==> src/rtl/time_pkg.sv <==
// Shared types and helpers for the BCD time-field counters.
// Supplies the BCD digit type, digit validation and the int->BCD
// encoder used to build the MAX/MIN comparison constants.
package time_pkg;

   typedef logic [3:0] bcd_t;

   localparam bcd_t BCD_MAX_DIGIT = 4'd9;

   // Widest field supported; int_to_bcd always returns this many digits.
   localparam int MAX_DIGITS = 4;

   // A nibble is a legal BCD digit when it is 0..9.
   function automatic logic is_bcd(input bcd_t d);
      return (d <= BCD_MAX_DIGIT);
   endfunction

   // Encode a binary integer into packed BCD, digit 0 in the LSBs.
   // Digits at or above 'digits' are left zero.
   function automatic logic [4*MAX_DIGITS-1:0] int_to_bcd(input int value, input int digits);
      logic [4*MAX_DIGITS-1:0] r;
      int                      v;
      r = '0;
      v = value;
      for (int i = 0; i < MAX_DIGITS; i++) begin
         if (i < digits) begin
            r[4*i +: 4] = 4'(v % 10);
            v           = v / 10;
         end
      end
      return r;
   endfunction

endpackage

==> src/rtl/bcd_digit_cell.sv <==
// One BCD digit of a time-field counter.
// Steps up or down by one with 9<->0 roll-over, or loads a value.
// digit_max / digit_zero feed the ripple enables of the next digit.
module bcd_digit_cell
   import time_pkg::*;
#(
   parameter bcd_t RESET_VAL = 4'd0
) (
   input  logic clk,
   input  logic reset,
   input  logic up_en,
   input  logic down_en,
   input  logic load,
   input  bcd_t load_val,
   output bcd_t digit,
   output logic digit_max,
   output logic digit_zero
);

   bcd_t digit_reg;
   bcd_t digit_next;

   assign digit      = digit_reg;
   assign digit_max  = (digit_reg == BCD_MAX_DIGIT);
   assign digit_zero = (digit_reg == 4'd0);

   // Next digit value: load wins over stepping; steps roll 9->0 and 0->9.
   always_comb begin
      digit_next = digit_reg;
      if (load) begin
         digit_next = load_val;
      end else if (up_en) begin
         digit_next = digit_max ? 4'd0 : digit_reg + 4'd1;
      end else if (down_en) begin
         digit_next = digit_zero ? BCD_MAX_DIGIT : digit_reg - 4'd1;
      end
   end

   // Digit register with synchronous reset to this digit of MIN_VAL.
   always_ff @(posedge clk) begin
      if (reset) begin
         digit_reg <= RESET_VAL;
      end else begin
         digit_reg <= digit_next;
      end
   end

endmodule

==> src/rtl/time_field_counter.sv <==
// Multi-digit BCD field counter (seconds/minutes/hours) with up/down
// stepping, validated parallel set and same-cycle carry/borrow for chaining.
// Build option: define TFC_SATURATE_EN to hold at the limits instead of
// wrapping; carry_out/borrow_out are then tied low.
module time_field_counter
   import time_pkg::*;
#(
   parameter int DIGITS  = 2,
   parameter int MAX_VAL = 59,
   parameter int MIN_VAL = 0
) (
   input  logic                clk,
   input  logic                reset,
   input  logic                inc,
   input  logic                dec,
   input  logic                set,
   input  logic [4*DIGITS-1:0] set_val,
   output logic [4*DIGITS-1:0] q,
   output logic                at_max,
   output logic                at_min,
   output logic                carry_out,
   output logic                borrow_out,
   output logic                set_err
);

   localparam int W = 4 * DIGITS;

   localparam logic [4*MAX_DIGITS-1:0] MAX_BCD_FULL = int_to_bcd(MAX_VAL, DIGITS);
   localparam logic [4*MAX_DIGITS-1:0] MIN_BCD_FULL = int_to_bcd(MIN_VAL, DIGITS);
   localparam logic [W-1:0]            MAX_BCD      = MAX_BCD_FULL[W-1:0];
   localparam logic [W-1:0]            MIN_BCD      = MIN_BCD_FULL[W-1:0];

   logic              set_valid;
   logic              set_accept;
   logic              step_up;
   logic              step_down;
   logic              wrap_up;
   logic              wrap_down;
   logic              load;
   logic [W-1:0]      load_val;
   logic [DIGITS:0]   up_chain;
   logic [DIGITS:0]   down_chain;
   logic [DIGITS-1:0] digit_max;
   logic [DIGITS-1:0] digit_zero;
   logic              set_err_reg;
   logic              unused_chain_top;

   assign at_max = (q == MAX_BCD);
   assign at_min = (q == MIN_BCD);

   // Set value is legal when every nibble is BCD and it lies in [MIN, MAX].
   // With all nibbles valid, an unsigned compare of packed BCD orders correctly.
   always_comb begin
      set_valid = (set_val >= MIN_BCD) && (set_val <= MAX_BCD);
      for (int i = 0; i < DIGITS; i++) begin
         if (!is_bcd(set_val[4*i +: 4])) begin
            set_valid = 1'b0;
         end
      end
   end

   // A step request exists only outside reset, without set, and with inc XOR dec.
   assign set_accept = set & set_valid;
   assign step_up    = ~reset & ~set & inc & ~dec;
   assign step_down  = ~reset & ~set & dec & ~inc;

`ifdef TFC_SATURATE_EN
   assign wrap_up    = 1'b0;
   assign wrap_down  = 1'b0;
   assign carry_out  = 1'b0;
   assign borrow_out = 1'b0;
`else
   assign wrap_up    = step_up & at_max;
   assign wrap_down  = step_down & at_min;
   assign carry_out  = wrap_up;
   assign borrow_out = wrap_down;
`endif

   // Inside the range the digits ripple; at a limit the field either wraps
   // via a load or (saturating build) the step is simply dropped.
   assign up_chain[0]   = step_up & ~at_max;
   assign down_chain[0] = step_down & ~at_min;

   // Field-level load: accepted set, or wrap to the opposite limit.
   assign load     = set_accept | wrap_up | wrap_down;
   assign load_val = set_accept ? set_val : (wrap_up ? MIN_BCD : MAX_BCD);

   genvar gi;
   generate
      for (gi = 0; gi < DIGITS; gi++) begin : g_digit
         bcd_digit_cell #(
            .RESET_VAL (MIN_BCD[4*gi +: 4])
         ) u_cell (
            .clk        (clk),
            .reset      (reset),
            .up_en      (up_chain[gi]),
            .down_en    (down_chain[gi]),
            .load       (load),
            .load_val   (load_val[4*gi +: 4]),
            .digit      (q[4*gi +: 4]),
            .digit_max  (digit_max[gi]),
            .digit_zero (digit_zero[gi])
         );

         assign up_chain[gi+1]   = up_chain[gi] & digit_max[gi];
         assign down_chain[gi+1] = down_chain[gi] & digit_zero[gi];
      end
   endgenerate

   // The top of each ripple chain has no further digit to feed.
   assign unused_chain_top = up_chain[DIGITS] | down_chain[DIGITS];

   // One-cycle rejection flag for the most recent set request.
   always_ff @(posedge clk) begin
      if (reset) begin
         set_err_reg <= 1'b0;
      end else begin
         set_err_reg <= set & ~set_valid;
      end
   end

   assign set_err = set_err_reg;

endmodule
==> config.mk <==
export PLATFORM = sky130hd
export DESIGN_NAME = time_field_counter
export DESIGN_NICKNAME = d
export VERILOG_FILES = /design/src/rtl/time_pkg.sv /design/src/rtl/bcd_digit_cell.sv /design/src/rtl/time_field_counter.sv
export SDC_FILE = /design/constraint.sdc
export NUM_CORES = 1
export LEC_CHECK = 0
export ABC_AREA = 1
export BUFFER_PORTS_ARGS = -buffer_cell sky130_fd_sc_hd__buf_4
export CORE_MARGIN = 5
export CORE_UTILIZATION = 45
export DETAILED_ROUTE_END_ITERATION = 8
export PLACE_DENSITY = 0.75
export REMOVE_ABC_BUFFERS = 1
export SYNTH_ARGS = -nofsm -noshare
export SYNTH_HDL_FRONTEND = slang
export SYNTH_SLANG_ARGS = --single-unit
export TNS_END_PERCENT = 30
==> constraint.sdc <==
create_clock -name clk -period 1.4 [get_ports clk]
set_clock_uncertainty 0.2 [all_clocks]
set_input_delay 0.28 -clock clk [delete_from_list [all_inputs] [get_ports clk]]
set_output_delay 0.28 -clock clk [all_outputs]
set_load 0.05 [all_outputs]
==> metrics.txt, run 1 <==
status=finished, violations left; failing checks=setup timing; grt total ovfl=0; unique cell type count in the Yosys netlist=19; vias in the first global route=1097; min-delay worst type=primary input to register; final setup vio count=13; Ys Warns=0; slew at the pin closest to its max-slew limit=0.308 ns; combinational group share of total power=53.7%; Fillers=126; area grow syn2layout=68.3%; final instance area=1420 um^2; sw frac=41.6%; fin. max-slew vios=0; WHS=0.0773 ns; Mapped Avg Cell Area=5.59 um^2; Skew-Pair Late Insertion Delay=0.26 ns; R2R Path Start=g_digit[0].u_cell.digit[0]; initial cell density of the core=47.9%; Hold EP=g_digit[1].u_cell.digit[2]; Placeable Area=1760 um^2; period utilisation layout=125%; worst setup path startpoint=g_digit[0].u_cell.digit[1]; Fin. Hold Viols=0; flop-to-flop setup slack=-0.27 ns; RSZ-0062 raised after global routing=yes; Tmin final=1.76 ns; Most common cell on crit path=nor2_4; CTS tree=yes; f_max=0.570 GHz; max FFs per register=8; Worst EP required=0.92 ns; clock tree sinks=9; clk slew on worst S/H paths=0.06 ns; Synth Instances=151; worst setup margin=-0.355 ns; Longest Clk Path Bufs=2; pre-CTS worst setup slack=-0.249 ns; register share of total power=28.1%; gr usage total=21.7%; Finished Layout Cells=234; antenna-violating nets left=0; Buf/Inv on CP=1; post-synthesis sequential area ratio=21.3%; DRC viols=0; MaxCap Viol Count=0; cts hold-fix bufs=0; htree depth=1; Clock Root Buffer=clkbuf_4; Die W=53.3 um; fin nets=223; GP Congestion=0.838; crit end category=output port; hold path depth=3; global-route wire length before repair=4.59 mm; max incr delay on CP=0.34 ns; DR WL/cell=12.1 um; TritonRoute pass-1 iters=4; Setup Crit Path Kind=register to output port; Rows=15; Pint=638 uW; # port buffers=25; die footprint=2840 um^2; Crit path max-delay family=simple AND/OR/NAND/NOR gates; crit start category=register; #FFs+latches synth=9; Pleak=0.753 nW; P_sw=454 uW; largest net degree at the start of global routing=9; RR Endpoint=g_digit[1].u_cell.digit[1]; number of DRC markers in iteration 0=32; CTS Buf Count=3; slew margin rel.=79.2%; Placement Cell Area=1250 um^2; DP HPWL=2.10 mm; Total Wirelength=2.83 mm; VDD IR max=0.625 mV; Crit-path slowest cell=dfxtp_2; Die Height=53.3 um; R2R cell count=12; synthesized area=845 um^2; hold wc startpoint=reset; crit-path cells=nor2_4 -> nand2_2 -> nor2_4 -> nand2_2 -> nor2_4 -> buf_8; Critical Path Fanout Max=3; I/O pins=26; placed cell count=226; diode count=0; initial antenna violation count=0; Vias/cell=5.02; commonest cells after routing, fill and taps aside=nand2_1 (54), buf_4 (41), inv_1 (15); commonest non-fill, non-tap cell in the layout=nand2_1; layout cells sized above 1=43.5%; Cell Pwr Density=769 nW/um^2; CP arrival=1.28 ns; Clock Power Share=18.2%; via count=1175; total design power=1.09 mW
-- routing by layer --
layer	track usage [%]	routed length [um]	vias up
met2	37.3	1350	43
met4	8.51	58	0
li1	-	-	598
met5	0	0	-
met3	3.38	195	10
met1	26.6	1220	524
-- cells in the mapped netlist, drive strengths merged --
cell type  count  share of area, %
xor2           1               1.0
a211oi         1              0.89
nand3          8               5.9
a21oi          9               5.3
o211ai         1              0.89
dfxtp          9                21
o21ai         18                11
o22ai          1              0.74
nor2          22                15
nand2         59                28
inv           21               9.3
nand4          1              0.74
-- stage by stage --
step	util [%]	setup TNS, ns
finish	80.6	-3.04
global route	80.6	-4.12
floorplan	-	-6.21
global placement	70.9	-2.07
detailed placement	70.9	-2.48
CTS	78.6	-3.22
-- kinds of logic (layout without fill, tap and decap cells) --
logic type | count (synthesis) | count (layout) | synth area share (%)
AND/OR/NAND/NOR | 90 | 90 | 49.8
AO/OA/AOI/OAI | 30 | 30 | 18.5
buffers and inverters | 21 | 79 | 9.33
flip-flops | 9 | 9 | 21.3
XOR/XNOR | 1 | 1 | 1.04
-- what timing repair did --
item,CTS,global route
pin swaps,7,6
endpoints found under the setup margin,18,19
cloned,0,0
resized for setup,32,6
setup buffers,2,2
-- worst reg2reg max path: cells and delay by family, from the launching register on --
family                 cells  cell delay (ns)
AND/OR/NAND/NOR            9             0.71
flip-flops                 1             0.38
buffers and inverters      3             0.31
-- final cells by class --
| type | count | area, um^2 | share of cell area (%) |
|---|---|---|---|
| clock buffer | 4 | 26.3 | 1.85 |
| inverter | 21 | 78.8 | 5.55 |
| multi-input combinational | 121 | 618 | 43.5 |
| sequential | 9 | 194 | 13.6 |
| tap | 25 | 31.3 | 2.20 |
| timing repair buffer | 54 | 473 | 33.3 |
-- power by group through the flow --
stage,Sequential (mW),Clock [mW],Combinational (mW)
4_1_cts,0.306,0.201,0.559
2_1_floorplan,0.383,0,0.221
6_report,0.307,0.198,0.587
3_5_place_dp,0.305,0,0.507
5_1_grt,0.310,0.213,0.630
3_3_place_gp,0.304,0,0.498
-- worst max path at each step --
stage | endpoint | slack (ns) | cells past startpoint
2_1_floorplan | at_min | -0.74 | 3
3_3_place_gp | borrow_out | -0.21 | 6
3_5_place_dp | g_digit[1].u_cell.digit[1] | -0.25 | 11
4_1_cts | borrow_out | -0.39 | 6
5_1_grt | borrow_out | -0.42 | 6
6_report | borrow_out | -0.36 | 6
Power figures use the tool's default switching activity.
==> inputs of run 2 (changes only) <==
CORE_UTILIZATION = 49   (was 45)
CTS_BUF_LIST = sky130_fd_sc_hd__clkbuf_2 sky130_fd_sc_hd__clkbuf_4 sky130_fd_sc_hd__clkbuf_8   (was not set)
PLACE_DENSITY = 0.78   (was 0.75)
SETUP_SLACK_MARGIN = 0.1   (was not set)
SYNTH_HIERARCHICAL = 1   (was not set)
==> run 2 against run 1 <==
Compared with the run above:
- the run ends with DRC, setup timing left
- non-clock buffer count increased by 17
- core utilization increased by 16 points
- synthesized area increased by 24%
- hold slack improved by 0.086 ns
- via count increased by 62%
- flip-flop and latch count unchanged
- combinational power increased by 89%
- critical endpoint is now g_digit[1].u_cell/digit[3]
- die area increased by 11%
==> metrics.txt, run 2 <==
top layer used by detailed routing=met4; Worst EP required=1.42 ns (+0.50 ns); WL met3=899 um (+360%); Finished Layout Cells=283 (+21%); Vias/cell=6.71 (+34%); grt total ovfl=0 (unchanged); total design power=1.68 mW (+54%); crit end category=register; RR Endpoint=g_digit[1].u_cell/digit[3]; clk slew on worst S/H paths=0.08 ns (+0.02 ns); max FFs per register=8 (unchanged); Die Height=56.2 um (+5.4%); # port buffers=25 (unchanged); GP Congestion=0.940 (+12%); clock tree sinks=9 (unchanged); largest net degree at the start of global routing=9 (unchanged); Clock Root Buffer=clkbuf_4; Clock Power Share=15.4% (-2.8 points); commonest non-fill, non-tap cell in the layout=buf_4; WHS=0.163 ns (+0.0856 ns); final instance area=1940 um^2 (+36%); commonest cells after routing, fill and taps aside=buf_4 (49), nand2_1 (44), nor2_1 (19); Placement Cell Area=1530 um^2 (+22%); Skew-Pair Late Insertion Delay=0.28 ns (+0.02 ns); Critical Path Fanout Max=6 (+3); area grow syn2layout=85.4%; vias in the first global route=1592 (+45%); period utilisation layout=152% (+27 points); failing checks=DRC, setup timing; Fin. Hold Viols=0 (unchanged); VDD IR max=0.682 mV (+9.1%); Rows=16 (+1); Placeable Area=2000 um^2 (+13%); diode count=0 (unchanged); Ys Warns=6 (+6); fin nets=270 (+21%); status=finished, violations left; initial cell density of the core=52.2% (+4.3 points); CTS Buf Count=3 (unchanged); sw frac=48.7% (+7.2 points); WL met2=2.85 mm (+110%); Pleak=0.961 nW (+28%); Synth Instances=181 (+20%); hold path depth=3 (unchanged); DP HPWL=2.67 mm (+27%); CP arrival=2.15 ns (+0.87 ns); combinational group share of total power=65.7% (+12 points); I/O pins=26 (unchanged); pre-CTS worst setup slack=-0.553 ns (-0.304 ns); initial antenna violation count=0 (unchanged); Longest Clk Path Bufs=2 (unchanged); die footprint=3160 um^2 (+11%); TNS Setup=-8.08 ns (-5.05 ns); Tmin final=2.13 ns (+0.372 ns); min-delay worst type=primary input to register; Die W=56.2 um (+5.4%); flop-to-flop setup slack=-0.73 ns (-0.46 ns); final core occ=96.8% (+16 points); RSZ-0062 raised after global routing=yes; f_max=0.470 GHz (-17%); TritonRoute pass-1 iters=9 (+5); cts hold-fix bufs=0 (unchanged); layout cells sized above 1=55.1% (+12 points); hold wc startpoint=reset; R2R cell count=12 (unchanged); fin. max-slew vios=0 (unchanged); Mapped Avg Cell Area=5.77 um^2 (+3.2%); CTS tree=yes; crit start category=register; met1 WL=2.24 mm (+84%); worst setup margin=-0.727 ns (-0.372 ns); Hold EP=g_digit[1].u_cell/digit[3]; register share of total power=18.8% (-9.3 points); via count=1900 (+62%); Cell Pwr Density=869 nW/um^2 (+13%); DR WL/cell=24.2 um (+100%); gr usage total=29.8% (+8.1 points); DRC viols=17 (+17); Fillers=41 (-67%); Total Wirelength=6.85 mm (+140%); Pint=863 uW (+35%); antenna-violating nets left=0 (unchanged); placed cell count=268 (+19%); synthesized area=1040 um^2 (+24%); R2R Path Start=g_digit[0].u_cell/digit[1]; Setup Crit Path Kind=register to register; htree depth=1 (unchanged); number of DRC markers in iteration 0=381 (+1100%); final setup vio count=19 (+6); global-route wire length before repair=7.40 mm (+61%); P_sw=820 uW (+81%); MaxCap Viol Count=0 (unchanged)
[run 2: final cells by class]
| type | count | area, um^2 | area share [%] |
|---|---|---|---|
| Multi-Input combinational cell | 144 | 853 | 44.1 |
| Timing Repair Buffer | 71 | 661 | 34.1 |
| Clock buffer | 4 | 30.0 | 1.55 |
| Tap cell | 27 | 33.8 | 1.74 |
| Inverter | 28 | 161 | 8.33 |
| Sequential cell | 9 | 198 | 10.2 |
[run 2: power groups by stage]
stage	registers, mW	clock network, mW	logic [mW]
6_report	0.317	0.260	1.11
4_1_cts	0.302	0.234	0.858
3_5_place_dp	0.304	0	0.737
5_1_grt	0.318	0.273	1.15
2_1_floorplan	0.410	0	0.338
3_3_place_gp	0.303	0	0.715
[run 2: worst max-delay path: stages (launching register included)]
cell     delay (ns)
dfxtp_2        0.34
buf_4          0.15
buf_8          0.12
nor2_4         0.09
nand3_2        0.09
inv_1          0.10
inv_1          0.06
nor3_2         0.26
or2_4          0.19
nor2_4         0.06
nor2_1         0.12
nand2_1        0.12
a21oi_2        0.15
[run 2: how the worst max path moves through the flow]
stage / cells past startpoint / endpoint / slack [ns] / start
2_1_floorplan: 3 / carry_out / -1.25 / g_digit[0].u_cell/digit[0]
5_1_grt: 10 / g_digit[0].u_cell/digit[1] / -0.89 / g_digit[1].u_cell/digit[2]
3_5_place_dp: 11 / g_digit[1].u_cell/digit[1] / -0.55 / reset
6_report: 12 / g_digit[1].u_cell/digit[3] / -0.73 / g_digit[0].u_cell/digit[1]
4_1_cts: 7 / borrow_out / -0.51 / g_digit[0].u_cell/digit[1]
3_3_place_gp: 11 / g_digit[1].u_cell/digit[1] / -0.50 / reset
[run 2: per-layer routing]
metal / vias to the layer above / global-route usage [%]
met2: 262 / 49.4
met1: 803 / 30.9
met5: - / 0
li1: 724 / -
met3: 111 / 6.73
met4: 0 / 26.8
[run 2: timing repair]
| action | 4_1_cts | 5_1_grt |
|---|---|---|
| setup buffers | 5 | 7 |
| cloned | 0 | 0 |
| gates resized for setup | 53 | 39 |
| setup endpoints to repair | 20 | 20 |
| pin swaps | 18 | 17 |
